## config.mk

```make
export PLATFORM = sky130hd
export DESIGN_NAME = if_id_queue
export DESIGN_NICKNAME = d
export VERILOG_FILES = /design/src/rtl/if_id_queue.sv
export SDC_FILE = /design/constraint.sdc
export NUM_CORES = 1
export LEC_CHECK = 0
export ABC_AREA = 1
export BUFFER_PORTS_ARGS = -buffer_cell sky130_fd_sc_hd__buf_2
export CAP_MARGIN = 15
export CORE_AREA = 2 2 120 238
export CTS_CLUSTER_SIZE = 24
export DETAILED_ROUTE_END_ITERATION = 10
export DIE_AREA = 0 0 122 240
export HOLD_SLACK_MARGIN = 0.05
export PLACE_DENSITY = 0.78
export RECOVER_POWER = 100
export REMOVE_ABC_BUFFERS = 1
export SKIP_LAST_GASP = 1
export SLEW_MARGIN = 20
export SYNTH_ARGS = -nofsm -noshare
export SYNTH_HDL_FRONTEND = slang
export SYNTH_SLANG_ARGS = --single-unit
```

## constraint.sdc

```tcl
create_clock -name _clk -period 5.2 [get_ports _clk]
set_input_delay 0.52 -clock _clk [delete_from_list [all_inputs] [get_ports _clk]]
set_output_delay 0.52 -clock _clk [all_outputs]
set_load 0.01 [all_outputs]
```

## src/rtl/if_id_queue.sv

```systemverilog
// if_id_queue: circular instruction buffer between fetch (IF) and decode (ID).
// Each entry holds the instruction, its PC, the fetch exception code and the
// delay-slot flag. The head is presented combinationally from the read
// pointer, and the PC+4 / PC+8 / PC-4 views are derived from it rather than
// stored. A flush returns both pointers and the count to zero in one cycle.
module if_id_queue #(
    parameter int DEPTH    = 4,
    parameter int INST_W   = 32,
    parameter int ADDR_W   = 32,
    parameter int EXC_W    = 8,
    parameter int AF_LEVEL = DEPTH - 1
) (
    input  logic                   _clk,
    input  logic                   _rst,
    input  logic                   _flush,
    // IF side
    input  logic                   _valid,
    output logic                   ready_,
    input  logic [INST_W-1:0]      _inst,
    input  logic [ADDR_W-1:0]      _pc,
    input  logic [EXC_W-1:0]       _exc,
    input  logic                   _jb_delaysolt,
    // ID side
    output logic                   valid_,
    input  logic                   _ready,
    output logic [INST_W-1:0]      inst_,
    output logic [ADDR_W-1:0]      pc_,
    output logic [ADDR_W-1:0]      pc_add4_,
    output logic [ADDR_W-1:0]      pc_add8_,
    output logic [ADDR_W-1:0]      pc_sub4_,
    output logic [EXC_W-1:0]       exc_,
    output logic                   jb_delaysolt_,
    // status
    output logic [$clog2(DEPTH):0] count_,
    output logic                   almost_full_
);

    localparam int PTR_W = $clog2(DEPTH);
    localparam int CNT_W = PTR_W + 1;

    // Entry storage; deliberately not reset, since occupancy is tracked by count
    logic [INST_W-1:0] mem_inst_r [DEPTH];
    logic [ADDR_W-1:0] mem_pc_r   [DEPTH];
    logic [EXC_W-1:0]  mem_exc_r  [DEPTH];
    logic              mem_ds_r   [DEPTH];

    logic [PTR_W-1:0]  wr_ptr_r;
    logic [PTR_W-1:0]  rd_ptr_r;
    logic [CNT_W-1:0]  count_r;

    logic [PTR_W-1:0]  wr_ptr_nxt_s;
    logic [PTR_W-1:0]  rd_ptr_nxt_s;
    logic [CNT_W-1:0]  count_nxt_s;

    logic              ready_s;
    logic              valid_s;
    logic              push_s;
    logic              pop_s;

    logic [INST_W-1:0] head_inst_s;
    logic [ADDR_W-1:0] head_pc_s;
    logic [EXC_W-1:0]  head_exc_s;
    logic              head_ds_s;

    // Handshake status depends only on the count register, never on _ready,
    // so a full queue refuses a push even when the head is popped that cycle.
    assign ready_s = (count_r != CNT_W'(DEPTH));
    assign valid_s = (count_r != {CNT_W{1'b0}});
    assign push_s  = _valid & ready_s & ~_flush;
    assign pop_s   = valid_s & _ready & ~_flush;

    // Next-state for pointers and occupancy; flush overrides push and pop
    always_comb begin
        wr_ptr_nxt_s = wr_ptr_r;
        rd_ptr_nxt_s = rd_ptr_r;
        count_nxt_s  = count_r;
        if (_flush) begin
            wr_ptr_nxt_s = {PTR_W{1'b0}};
            rd_ptr_nxt_s = {PTR_W{1'b0}};
            count_nxt_s  = {CNT_W{1'b0}};
        end else begin
            if (push_s) begin
                wr_ptr_nxt_s = wr_ptr_r + PTR_W'(1);
            end else begin
                wr_ptr_nxt_s = wr_ptr_r;
            end
            if (pop_s) begin
                rd_ptr_nxt_s = rd_ptr_r + PTR_W'(1);
            end else begin
                rd_ptr_nxt_s = rd_ptr_r;
            end
            case ({push_s, pop_s})
                2'b10:   count_nxt_s = count_r + CNT_W'(1);
                2'b01:   count_nxt_s = count_r - CNT_W'(1);
                default: count_nxt_s = count_r;
            endcase
        end
    end

    // Pointer and occupancy registers with asynchronous active-low reset
    always_ff @(posedge _clk or negedge _rst) begin
        if (!_rst) begin
            wr_ptr_r <= {PTR_W{1'b0}};
            rd_ptr_r <= {PTR_W{1'b0}};
            count_r  <= {CNT_W{1'b0}};
        end else begin
            wr_ptr_r <= wr_ptr_nxt_s;
            rd_ptr_r <= rd_ptr_nxt_s;
            count_r  <= count_nxt_s;
        end
    end

    // Write the accepted entry into the slot at the write pointer
    always_ff @(posedge _clk) begin
        if (push_s) begin
            mem_inst_r[wr_ptr_r] <= _inst;
            mem_pc_r[wr_ptr_r]   <= _pc;
            mem_exc_r[wr_ptr_r]  <= _exc;
            mem_ds_r[wr_ptr_r]   <= _jb_delaysolt;
        end
    end

    // Head entry, forced to a NOP at PC 0 while the queue is empty
    always_comb begin
        head_inst_s = {INST_W{1'b0}};
        head_pc_s   = {ADDR_W{1'b0}};
        head_exc_s  = {EXC_W{1'b0}};
        head_ds_s   = 1'b0;
        if (valid_s) begin
            head_inst_s = mem_inst_r[rd_ptr_r];
            head_pc_s   = mem_pc_r[rd_ptr_r];
            head_exc_s  = mem_exc_r[rd_ptr_r];
            head_ds_s   = mem_ds_r[rd_ptr_r];
        end else begin
            head_inst_s = {INST_W{1'b0}};
            head_pc_s   = {ADDR_W{1'b0}};
            head_exc_s  = {EXC_W{1'b0}};
            head_ds_s   = 1'b0;
        end
    end

    assign ready_        = ready_s;
    assign valid_        = valid_s;
    assign inst_         = head_inst_s;
    assign pc_           = head_pc_s;
    assign exc_          = head_exc_s;
    assign jb_delaysolt_ = head_ds_s;
    // PC views wrap modulo 2^ADDR_W; an empty queue yields 4, 8 and -4
    assign pc_add4_      = head_pc_s + ADDR_W'(4);
    assign pc_add8_      = head_pc_s + ADDR_W'(8);
    assign pc_sub4_      = head_pc_s - ADDR_W'(4);
    assign count_        = count_r;
    assign almost_full_  = (count_r >= CNT_W'(AF_LEVEL));

endmodule

```

# Yosys cells after proc, flatten, opt, wreduce, memory -nomap -nowiden
# Memories as Yosys holds them, arrays and structs flattened.
# Cells that the tools add are included.
# word_totals
register_bits	7
ramBits	292
in_bits	78
output_inout_bits	175
elab_cells	39
mem_count	4
# mem_list
name	depth	word_bits	read_ports	rd_ports_with_merged_regs	wr	line_no	source
mem_inst_r	4	32	1	0	1	42	logic [INST_W-1:0] mem_inst_r [DEPTH];
mem_pc_r	4	32	1	0	1	43	logic [ADDR_W-1:0] mem_pc_r [DEPTH];
mem_exc_r	4	8	1	0	1	44	logic [EXC_W-1:0] mem_exc_r [DEPTH];
mem_ds_r	4	1	1	0	1	45	logic mem_ds_r [DEPTH];
# op_classes
n_addsub	7
magnitude_cmp	1
eq_ne	3
muxes	12
n_bitwise	5
n_reduce_logical	4
# op_table
operator	n
$mux W32	2
$add A32 B3 Y32 const B	1
$add A32 B4 Y32 const B	1
$sub A32 B3 Y32 const B	1
$mux W2	4
$mux W8	1
$pmux W3 S2	1
$reduce_bool A3 Y1	2
$add A2 B1 Y2 const B	2
$and A1 B1 Y1	4
$reduce_bool A2 Y1	2
$add A3 B1 Y3 const B	1
$ge A3 B2 Y1 const B	1
$mux W1	3
$mux W3	1
$ne A3 B3 Y1 const B	1
$sub A3 B1 Y3 const B	1
$eq A2 B1 Y1 const B	1
$eq A2 B2 Y1 const B	1
$not A1 Y1	1

# Depth between registers and ports, before layout
# Gate-level depths: netlist of run 1.
# depth
word_depth	6
mapped_depth	18
ltp_nobuf	15

# Least setup slack after synthesis of run 1
# OpenSTA, ideal clock, no wires.
# synth_path
path_type	register to register
startpoint	register count_r[1] (netlist: count_[1])
endpoint	memory mem_ds_r[0], enable pin
setup_ns	0.504
arrival_time_ns	4.047
required_ns	4.696
setup_slack_ns	0.649
stages_incl_launch_ff	7
path_buffers	0
period_less_slack_ns	4.551
cell_sequence	dfrtp_1 inv_2 nand3_1 nand2_1 nor2_1 inv_1 nor2_1
# synth_via
elab_chain_cells	5
# synth_lines
element	line_no	source
start: declaration	49	logic [CNT_W-1:0] count_r;
start signal: assignment	105	count_r <= {CNT_W{1'b0}};
start signal: assignment	109	count_r <= count_nxt_s;
$ne A3 B3 Y1	67	assign ready_s = (count_r != CNT_W'(DEPTH));
net ready_	18	output logic ready_,
$and A1 B1 Y1 (2 in series)	69	assign push_s = _valid & ready_s & ~_flush;
$mux W1	115	if (push_s) begin
$mux W1 (implied by the code)	119	mem_ds_r[wr_ptr_r] <= _jb_delaysolt;
end: declaration	45	
# The timed path passes the listed nets, and every way through them passes these cells.

# Worst setup path after layout of run 1
# layout_path
startpoint	register rd_ptr_r[0]
endpoint	output port pc_sub4_[21]
# layout_via
elab_chain_cells	3
# layout_lines
element	line_no	source
start: declaration	48	logic [PTR_W-1:0] rd_ptr_r;
start signal: assignment	104	rd_ptr_r <= {PTR_W{1'b0}};
start signal: assignment	108	rd_ptr_r <= rd_ptr_nxt_s;
$mem_v2 Z4 W32	--	
$mux W32	129	if (valid_s) begin
$sub A32 B3 Y32	151	assign pc_sub4_ = head_pc_s - ADDR_W'(4);
end: declaration	30	output logic [ADDR_W-1:0] pc_sub4_,
# No other way between the ends.

==> results of run 1 <==
==> how the worst min path moves through the flow <==
stage | startpoint | end | slack, ns | cells after the start
final | _inst[28] | mem_inst_r[3][28]$_DFFE_PP_ | 0.25 | 1
after global routing | _inst[17] | mem_inst_r[0][17]$_DFFE_PP_ | 0.24 | 1
after CTS | _inst[21] | mem_inst_r[3][21]$_DFFE_PP_ | 0.18 | 1
after detailed placement | _rst | wr_ptr_r[1]$_DFFE_PN0P_ | 0.40 | 1
after global placement | _rst | wr_ptr_r[1]$_DFFE_PN0P_ | 0.39 | 1
after floorplan | _rst | count_[0]$_DFFE_PN0P_ | 0.22 | 0
==> cell type report <==
| type | count | area (sq um) | share of cell area, % |
|---|---|---|---|
| multi-input combinational | 1053 | 4956 | 29.87 |
| clock inverter | 17 | 206.4 | 1.244 |
| timing repair buffer | 268 | 1146 | 6.907 |
| antenna | 4 | 10.01 | 0.06032 |
| tap | 352 | 440.4 | 2.654 |
| inverter | 86 | 335.3 | 2.021 |
| sequential | 299 | 8945 | 53.91 |
| clock buffer | 23 | 554.3 | 3.340 |
==> through the flow <==
| stage | setup TNS (ns) | utilization [%] | hold slack [ns] | power [W] |
|---|---|---|---|---|
| 2_1_floorplan | -5.420 | - | 0.2244 | 0.005557 |
| 6_report | 0 | 60.47 | 0.2457 | 0.008877 |
| 3_5_place_dp | 0 | 59.29 | 0.3953 | 0.007360 |
| 5_1_grt | 0 | 60.47 | 0.2401 | 0.009384 |
| 3_3_place_gp | 0 | 59.29 | 0.3899 | 0.007313 |
| 4_1_cts | 0 | 62.10 | 0.1821 | 0.009128 |
==> cells in the mapped netlist <==
master and instances:
nand2_1 373, buf_4 14, o21ai_0 98, clkbuf_1 19
inv_8 1, nor2_8 1, nand3_2 25, xor2_1 44
nor3_4 1, nand3_1 100, nor3_1 3, dfrtp_1 7
nor2_1 257, buf_12 1, nand4_1 19, nor2_4 16
buf_1 8, ha_1 9, xnor2_1 1, nor2_2 37
buf_6 13, inv_1 65, buf_2 11, inv_2 17
clkinv_1 1, inv_4 2, nand2_2 15, fa_1 1
o21ai_1 1, nand3_4 5, a21oi_1 47, edfxtp_1 292
buf_8 1
==> flip-flops by register name, summed over array words and instances (netlist names) <==
register    flops
mem_pc_r      128
wr_ptr_r        2
mem_ds_r        4
count_          3
mem_exc_r      32
rd_ptr_r        2
mem_inst_r    128
==> worst max-delay path: cells and delay by family, from the launching register on <==
kind / cells / cell delay, ns
buffers and inverters: 2 / 0.61
DFF: 1 / 0.88
and+or+nand+nor: 9 / 2.12
==> report_power, final <==
group          internal [W]  switching [W]  leakage, nW  total, W
registers           0.00278      0.0000533         2.74   0.00284
logic               0.00117        0.00308         3.38   0.00425
clock network      0.000987       0.000802        0.363   0.00179
total               0.00494        0.00393         6.48   0.00888
==> cell families after synthesis <==
kind of cell | after synthesis | synth area share [%]
simple gates | 852 | 26.11
buf+inv | 153 | 5.238
fa+ha+maj | 10 | 0.8927
flops | 299 | 60.19
xor+xnor | 45 | 2.653
compound gates | 146 | 4.918
==> layer usage <==
| layer | track usage [%] | routed length, microns |
|---|---|---|
| met4 | 19.23 | 2869 |
| met2 | 50.82 | 21970 |
| met5 | 0 | 0 |
| met3 | 3.250 | 2285 |
| met1 | 29.68 | 13870 |
==> timing repair <==
action | CTS | global route
setup endpoints to repair | 0 | 0
hold buffers | 1 | 0
hold endpoints to repair | 7 | 0
==> metrics.md, run 1 <==
| Metric | Value |
|---|---|
| Status | complete, but fails checks |
| Failing checks | capacitance limit, slew limit |
| Count of pins over their slew limit | 268 |
| Final setup viols | 0 |
| Setup Skew | 0.01983 ns |
| Cell Chain, Critical Path | inv_8, nand2_1, nand3_1, nand3_1, nand2_1, nor2_1, nand2_1, nor2_1, nand3_1, nand2_1, clkbuf_1 |
| Chip height | 240 microns |
| Pin count of the biggest net entering global routing | 151 |
| CP max stage cell | dfrtp_1 |
| Via count | 11.48k |
| WP data required | 4.68 ns |
| Final setup margin | 0.4716 ns |
| First-pass GRT wire length | 61920 microns |
| Setup Buffers After CTS | 0 |
| FF-to-FF End | mem_inst_r[2][9]$_DFFE_PP_ |
| Pre-CTS setup slack | 1.465 ns |
| Crit path capture type | primary output |
| Row Count | 86 |
| Worst path arrival time | 4.21 ns |
| Reg2reg path depth | 7 |
| Post-synth top area cell | edfxtp_1 |
| Post-Syn Area | 0.01486 sq mm |
| CTS clock-pin slew for the worst setup and hold paths | 0.07 ns |
| DRT iter0 DRCs | 755 |
| FMAX | 0.2115 GHz |
| Wire length per cell | 19.50 microns |
| Crit Path Max Fanout | 150 |
| RSZ-0062 raised after global routing | false |
| Non-Filler Cell Area, Final | 0.01659 sq mm |
| Worst setup path start | rd_ptr_r[0]$_DFFE_PN0P_ |
| Core box area | 0.02744 sq mm |
| Yosys cell types | 33 |
| Fill count | 2399 |
| Min Tclk post-route | 4.728 ns |
| Register area share after synthesis | 60.19% |
| Crit path to | pc_sub4_[21] |
| Clock root buffer master | clkbuf_16 |
| Cts repair resizes | 0 |
| H-tree depth | 1 |
| Static leakage | 6.480 nW |
| Num Clock Sinks | 299 |
| Die width | 122 microns |
| Avg Inst Size Synth | 9.872 sq um |
| FF-to-FF Start | count_[1]$_DFFE_PN0P_ |
| MaxCap Viol Count | 6 |
| Post-DP HPWL | 29000 microns |
| Worst-Skew Late Latency | 0.54 ns |
| Crit-path most repeated cell | nand2_1 |
| Crit Path Category | reg2out |
| Pre-antenna DRT Iters | 5 |
| Starting density of the core | 54.15% |
| Syn Inst Count | 1505 |
| Via/cell ratio | 5.463 |
| TritonCTS clock tree | yes |
| Area delta synth->final | 11.68% |
| Commonest non-fill, non-tap cell in the layout | nand2_1 |
| Placed Cells | 2056 |
| IO Pins | 253 |
| Power Dens Cells | 535.0 mW/mm^2 |
| Yosys Warn Count | 0 |
| Biggest area contributors in the synthesized netlist | edfxtp_1, nand2_1, nor2_1 |
| Most frequent cells in the layout | nand2_1, edfxtp_1, nor2_1, clkbuf_1, nand3_1 |
| GP Congestion | 1.033 |
| Slew @ Worst Pin | 2.638 ns |
| Critical path startpoint category | flop |
| Crit-path max cell delay | 0.88 ns |
| Worst-case vdd ir drop | 0.0003863 V |
| Routed wire length | 41000 microns |
| # port buffers | 252 |
| Layout cell share with drive strength beyond 1 | 11.34% |
| Net count reported at finish | 1818 |
| Vias in the first global route | 11.33k |
| GRT Total Usage | 28.00% |
| CTS buffer count | 22 |
| Clock Tree Buf Depth | 3 |
| Final hold violations | 0 |
| Drc violations | 0 |
| Hold Path Class | in2reg |
| Share of the synthesized area in the top cell type | 59.01% |
| Seq cells post-synth | 299 |
| Tcrit/Tclk final | 90.93% |
| Initial antenna violation count | 4 |
| GRT overflow | 0 |
| Die area | 0.02928 sq mm |
| R2r setup slk | 0.96 ns |
| Non-Filler Instances | 2102 |
| Post-DRT Antenna Nets | 0 |
| Slew headroom | -75.84% |
| Post-DP Area | 0.01627 sq mm |
Note: power is estimated with default switching activity, not from simulation.
==> inputs of run 2 (changes only) <==
CORE_AREA = 2 2 132 262   (was 2 2 120 238)
DIE_AREA = 0 0 134 264   (was 0 0 122 240)
PLACE_DENSITY = 0.67   (was 0.78)
==> metrics.md, run 2 (same netlist as run 1, synthesis figures left out) <==
| Metric | Value |
|---|---|
| Status | complete, but fails checks |
| Failing checks | capacitance limit, slew limit |
| Hold Path Class | in2reg |
| Final hold violations | 0 (unchanged) |
| Power Dens Cells | 524.5 mW/mm^2 (-2.0%) |
| Area delta synth->final | 12.03% |
| H-tree depth | 1 (unchanged) |
| Pre-CTS setup slack | 1.165 ns (-0.3000 ns) |
| WP data required | 4.68 ns (about the same) |
| Layout cell share with drive strength beyond 1 | 10.87% (-0.47 points) |
| Crit-path max cell delay | 0.73 ns (-0.15 ns) |
| TritonCTS clock tree | yes |
| Placed Cells | 2141 (+4.1%) |
| RSZ-0062 raised after global routing | false |
| Core box area | 0.03340 sq mm (+22%) |
| GP Congestion | 1.030 (-0.36%) |
| Static leakage | 6.436 nW (-0.68%) |
| IO Pins | 253 (unchanged) |
| CP max stage cell | dfrtp_4 |
| Non-Filler Instances | 2186 (+4.0%) |
| Clock root buffer master | clkbuf_16 |
| Final setup margin | 0.4533 ns (-0.01833 ns) |
| Pre-antenna DRT Iters | 7 (+2) |
| Slew @ Worst Pin | 2.785 ns (+0.1471 ns) |
| # port buffers | 252 (unchanged) |
| Flop pwr share | 33.0% (+1.0 points) |
| Clock Tree Buf Depth | 3 (unchanged) |
| Biggest regs | mem_inst_r: 128 flops, mem_pc_r: 128 flops, mem_exc_r: 32 flops |
| GRT Total Usage | 23.52% (-4.5 points) |
| Routed wire length | 42210 microns (+3.0%) |
| Reg2reg path depth | 7 (unchanged) |
| Post-DRT Antenna Nets | 0 (unchanged) |
| P_int | 0.004802 W (-2.9%) |
| Clock power share | 19.2% (-0.9 points) |
| Setup Buffers After CTS | 0 (unchanged) |
| Tcrit/Tclk final | 91.28% (+0.35 points) |
| GRT overflow | 0 (unchanged) |
| Setup Skew | 0.01137 ns (-0.008463 ns) |
| FF-to-FF Start | count_[0]$_DFFE_PN0P_ |
| DRT iter0 DRCs | 687 (-9.0%) |
| Crit Path Category | reg2out |
| Worst setup path start | rd_ptr_r[0]$_DFFE_PN0P_ |
| Min Tclk post-route | 4.747 ns (+0.01833 ns) |
| CTS clock-pin slew for the worst setup and hold paths | 0.07 ns (about the same) |
| Crit-path most repeated cell | nand2_1 |
| Cell Chain, Critical Path | inv_8, nand2_1, nand3_1, nand2_1, nor2_4, ha_1, inv_1, nor2_1, nand2_1, nor2_2, nand3_1, nand2_1, clkbuf_1 |
| First-pass GRT wire length | 63150 microns (+2.0%) |
| Worst path depth | 13 (+2) |
| CP delay by family, top | simple AND/OR/NAND/NOR gates |
| Drc violations | 0 (unchanged) |
| FF-to-FF End | mem_inst_r[0][16]$_DFFE_PP_ |
| Num Clock Sinks | 299 (unchanged) |
| Most frequent cells in the layout | nand2_1, edfxtp_1, nor2_1, clkbuf_1, nand3_1 |
| Starting density of the core | 44.48% (-9.7 points) |
| Critical path startpoint category | flop |
| Post-DP HPWL | 30020 microns (+3.5%) |
| Crit path to | pc_add4_[31] |
| Worst path arrival time | 4.23 ns (+0.02 ns) |
| Pin count of the biggest net entering global routing | 111 (-26%) |
| Via count | 11.34k (-1.2%) |
| R2r setup slk | 0.83 ns (-0.13 ns) |
| Slew headroom | -85.65% (-9.8 points) |
| Crit Path Max Fanout | 110 (-27%) |
| Die area | 0.03538 sq mm (+21%) |
| MaxCap Viol Count | 3 (-3) |
| CTS buffer count | 23 (+4.5%) |
| Crit path capture type | primary output |
| Final setup viols | 0 (unchanged) |
| Chip height | 264 microns (+10%) |
| Final setup TNS | 0 ns (unchanged) |
| Die width | 134 microns (+9.8%) |
| FMAX | 0.2107 GHz (-0.39%) |
| Worst-Skew Late Latency | 0.52 ns (-0.02 ns) |
| Sw Ratio | 44.99% (+0.68 points) |
| Net count reported at finish | 1820 (+0.11%) |
| Vias in the first global route | 11.16k (-1.5%) |
| Wire length per cell | 19.31 microns (-1.0%) |
| Initial antenna violation count | 6 (+2) |
| Worst-case vdd ir drop | 0.0004136 V (+7.1%) |
| Commonest non-fill, non-tap cell in the layout | nand2_1 |
| Count of pins over their slew limit | 110 (-59%) |
| Via/cell ratio | 5.188 (-5.0%) |
| Row Count | 95 (+10%) |
| WP buf/inv | 3 (+1) |
| P_sw | 0.003928 W (-0.15%) |
| Logic pwr share | 47.8% (about the same) |
| Pwr Total | 0.008730 W (-1.7%) |
## run 2: routing by layer
layer,global-route usage (%),up-vias,routed length (microns)
met5,0,-,27
met4,12.08,4,2466
met3,2.936,128,2220
met2,44.49,424,22720
met1,25.08,5306,14770
li1,-,5480,-
## run 2: worst min path at each step
stage | startpoint | end | cells after the start
after floorplan | _rst | count_[0]$_DFFE_PN0P_ | 0
after global placement | _rst | count_[0]$_DFFE_PN0P_ | 1
after detailed placement | _rst | count_[0]$_DFFE_PN0P_ | 1
after CTS | _flush | rd_ptr_r[0]$_DFFE_PN0P_ | 2
after global routing | _flush | rd_ptr_r[0]$_DFFE_PN0P_ | 2
final | _flush | rd_ptr_r[0]$_DFFE_PN0P_ | 2
## run 2: area by class of cell
cell class / count / area (sq um)
Clock buffer: 24 / 579.3
Fill cell: 3218 / 16750
Timing Repair Buffer: 269 / 1174
Sequential cell: 299 / 8951
Antenna cell: 2 / 5.005
Inverter: 86 / 335.3
Clock inverter: 17 / 128.9
Multi-Input combinational cell: 1053 / 4927
Tap cell: 436 / 545.5
## run 2: power groups by stage
| stage | Combinational, W | Clock [W] | Sequential (W) |
|---|---|---|---|
| 2_1_floorplan | 0.00260 | 0 | 0.00296 |
| 3_3_place_gp | 0.00443 | 0 | 0.00293 |
| 3_5_place_dp | 0.00446 | 0 | 0.00293 |
| 4_1_cts | 0.00448 | 0.00171 | 0.00287 |
| 5_1_grt | 0.00455 | 0.00181 | 0.00289 |
| 6_report | 0.00417 | 0.00168 | 0.00288 |
## run 2: per-stage QoR
stage	area, sq um	hold WS [ns]	utilization [%]
2_1_floorplan	14420	0.2244	-
3_3_place_gp	16400	0.3733	49.10
3_5_place_dp	16460	0.3774	49.28
4_1_cts	17180	0.1920	51.43
5_1_grt	16640	0.2141	49.83
6_report	16650	0.2096	49.84
## run 2: worst reg2reg max path: cells and delay by family (launching register included)
family | cells | cell delay, ns
buffers and inverters | 3 | 2.20
DFF | 1 | 0.40
and+or+nand+nor | 4 | 1.29
## run 2: repair_timing
item                      CTS  global route
gates resized for setup     0             0
hold buffers                1             0
hold endpoints to repair    7             0
==> inputs of run 3 (changes only) <==
CORE_AREA = 2 2 140 278   (was 2 2 132 262)
DIE_AREA = 0 0 142 280   (was 0 0 134 264)
PLACE_DENSITY = 0.6   (was 0.67)
==> metrics.md, run 3 (same netlist as run 1, synthesis figures left out) <==
| Metric | Value |
|---|---|
| Crit path capture type | primary output |
| GP Congestion | 0.9621 (-6.6%) |
| Starting density of the core | 39.32% (-5.2 points) |
| Layout cell share with drive strength beyond 1 | 10.76% (-0.11 points) |
| Worst Hold Depth | 2 (unchanged) |
| Clock root buffer master | clkbuf_16 |
| GRT overflow | 0 (unchanged) |
| Setup Buffers After CTS | 0 (unchanged) |
| Slew @ Worst Pin | 2.710 ns (-0.07500 ns) |
| Tcrit/Tclk final | 90.01% (-1.3 points) |
| Failing checks | capacitance limit, slew limit |
| Flop pwr share | 31.9% (-1.1 points) |
| IO Pins | 253 (unchanged) |
| Vias in the first global route | 11.34k (+1.6%) |
| R2r setup slk | 0.64 ns (-0.19 ns) |
| Wire length per cell | 20.23 microns (+4.8%) |
| CP delay by family, top | simple AND/OR/NAND/NOR gates |
| Hold Path Sink | rd_ptr_r[0]$_DFFE_PN0P_ |
| Critical path startpoint category | flop |
| Post-DRT Antenna Nets | 0 (unchanged) |
| Final setup viols | 0 (unchanged) |
| Power Dens Cells | 533.7 mW/mm^2 (+1.8%) |
| Hold-fix buffers at CTS | 1 (unchanged) |
| Hold Path Class | in2reg |
| Die area | 0.03976 sq mm (+12%) |
| H-tree depth | 1 (unchanged) |
| Count of pins over their slew limit | 257 (+130%) |
| Core box area | 0.03779 sq mm (+13%) |
| Post-DP HPWL | 31690 microns (+5.6%) |
| Final setup margin | 0.5197 ns (+0.06638 ns) |
| Sw Ratio | 45.04% (+0.047 points) |
| Chip height | 280 microns (+6.1%) |
| Via/cell ratio | 5.199 (+0.20%) |
| WP buf/inv | 4 (+1) |
| Finished Core Util | 44.20% (-5.6 points) |
| Cell Chain, Critical Path | inv_4, nand2_1, a21oi_1, nor2_1, inv_2, ha_1, inv_1, nor2_1, nor2_1, nand2_1, nor2_2, nand3_1, nand2_1, clkbuf_1 |
| Logic pwr share | 48.4% (+0.6 points) |
| Biggest regs | mem_inst_r: 128 flops, mem_pc_r: 128 flops, mem_exc_r: 32 flops |
| Setup Skew | 0.01843 ns (+0.007066 ns) |
| Non-Filler Instances | 2213 (+1.2%) |
| Crit Path Max Fanout | 40 (-64%) |
| CTS buffer count | 23 (unchanged) |
| Pin count of the biggest net entering global routing | 151 (+36%) |
| Num Clock Sinks | 299 (unchanged) |
| Net count reported at finish | 1819 (-0.055%) |
| Worst-case vdd ir drop | 0.0004704 V (+14%) |
| Pre-CTS setup slack | 1.417 ns (+0.2522 ns) |
| Row Count | 101 (+6.3%) |
| RSZ-0062 raised after global routing | false |
| Placed Cells | 2168 (+1.3%) |
| Routed wire length | 44780 microns (+6.1%) |
| MaxCap Viol Count | 8 (+5) |
| Final hold slack | 0.2221 ns (+0.01245 ns) |
| CTS clock-pin slew for the worst setup and hold paths | 0.08 ns (about the same) |
| Most frequent cells in the layout | nand2_1, edfxtp_1, nor2_1, clkbuf_1, nand3_1 |
| Initial antenna violation count | 5 (-1) |
| CP max stage cell | dfrtp_4 |
| FF-to-FF End | mem_exc_r[0][2]$_DFFE_PP_ |
| Crit Path Category | reg2out |
| Reg2reg path depth | 7 (unchanged) |
| TritonCTS clock tree | yes |
| Static leakage | 6.439 nW (about the same) |
| Drc violations | 0 (unchanged) |
| P_int | 0.004899 W (+2.0%) |
| Area delta synth->final | 12.41% |
| DRT iter0 DRCs | 627 (-8.7%) |
| First-pass GRT wire length | 66690 microns (+5.6%) |
| Clock Tree Buf Depth | 3 (unchanged) |
| Final hold violations | 0 (unchanged) |
| Worst path arrival time | 4.16 ns (-0.07 ns) |
| Commonest non-fill, non-tap cell in the layout | nand2_1 |
| Crit-path max cell delay | 0.78 ns (+0.05 ns) |
| Clock power share | 19.7% (+0.5 points) |
| GRT Total Usage | 22.26% (-1.3 points) |
| Min Tclk post-route | 4.680 ns (-0.06638 ns) |
| # port buffers | 252 (unchanged) |
| P_sw | 0.004015 W (+2.2%) |
| Final setup TNS | 0 ns (unchanged) |
| FMAX | 0.2137 GHz (+1.4%) |
| Cts repair resizes | 0 (unchanged) |
| Via count | 11.51k (+1.4%) |
| Pre-antenna DRT Iters | 7 (unchanged) |
| Status | complete, but fails checks |
| FF-to-FF Start | count_[1]$_DFFE_PN0P_ |
| WP data required | 4.68 ns (about the same) |
| Worst hold start | _flush |
| Slew headroom | -81.32% (+4.3 points) |
| Die width | 142 microns (+6.0%) |
| Worst-Skew Late Latency | 0.53 ns (about the same) |
==> run 3: area by class of cell <==
| type | instances | area, sq um |
|---|---|---|
| Clock buffer | 27 | 590.6 |
| Tap cell | 463 | 579.3 |
| Multi-Input combinational cell | 1053 | 4937 |
| Antenna cell | 3 | 7.507 |
| Fill cell | 3702 | 21080 |
| Clock inverter | 14 | 148.9 |
| Timing Repair Buffer | 268 | 1152 |
| Inverter | 86 | 335.3 |
| Sequential cell | 299 | 8951 |
==> run 3: how the worst max path moves through the flow <==
stage | start | to | depth (start not counted)
finish | rd_ptr_r[1]$_DFFE_PN0P_ | pc_sub4_[27] | 14
global route | count_[1]$_DFFE_PN0P_ | mem_exc_r[0][2]$_DFFE_PP_ | 7
CTS | rd_ptr_r[0]$_DFFE_PN0P_ | pc_sub4_[31] | 16
detailed placement | rd_ptr_r[0]$_DFFE_PN0P_ | pc_sub4_[31] | 16
global placement | rd_ptr_r[0]$_DFFE_PN0P_ | pc_sub4_[31] | 16
floorplan | rd_ptr_r[0]$_DFFE_PN0P_ | pc_sub4_[15] | 10
==> run 3: power groups by stage <==
stage	clock, W	sequential (W)	combinational (W)
finish	0.00176	0.00284	0.00432
global route	0.00188	0.00285	0.00471
CTS	0.00180	0.00284	0.00463
global placement	0	0.00289	0.00460
detailed placement	0	0.00289	0.00461
floorplan	0	0.00296	0.00260
==> run 3: worst reg2reg max path, delay by kind of cell (launching register included) <==
| kind | cells | cell delay [ns] |
|---|---|---|
| and+or+nand+nor | 4 | 2.00 |
| buffers and inverters | 3 | 1.71 |
| DFF | 1 | 0.42 |
==> run 3: routing by layer <==
metal  track usage (%)  up-vias  part of all wire (%)
met1             23.31     5450                    35
met2             41.60      443                    54
met5                 0        -                 0.029
met3             2.628      138                   4.7
li1                  -     5472                     -
met4             13.82        2                   6.9
==> run 3: metrics by stage <==
step	area, sq um	power, W
5_1_grt	16700	0.009444
4_1_cts	17190	0.009262
3_5_place_dp	16440	0.007501
6_report	16700	0.008914
3_3_place_gp	16440	0.007483
2_1_floorplan	14420	0.005557
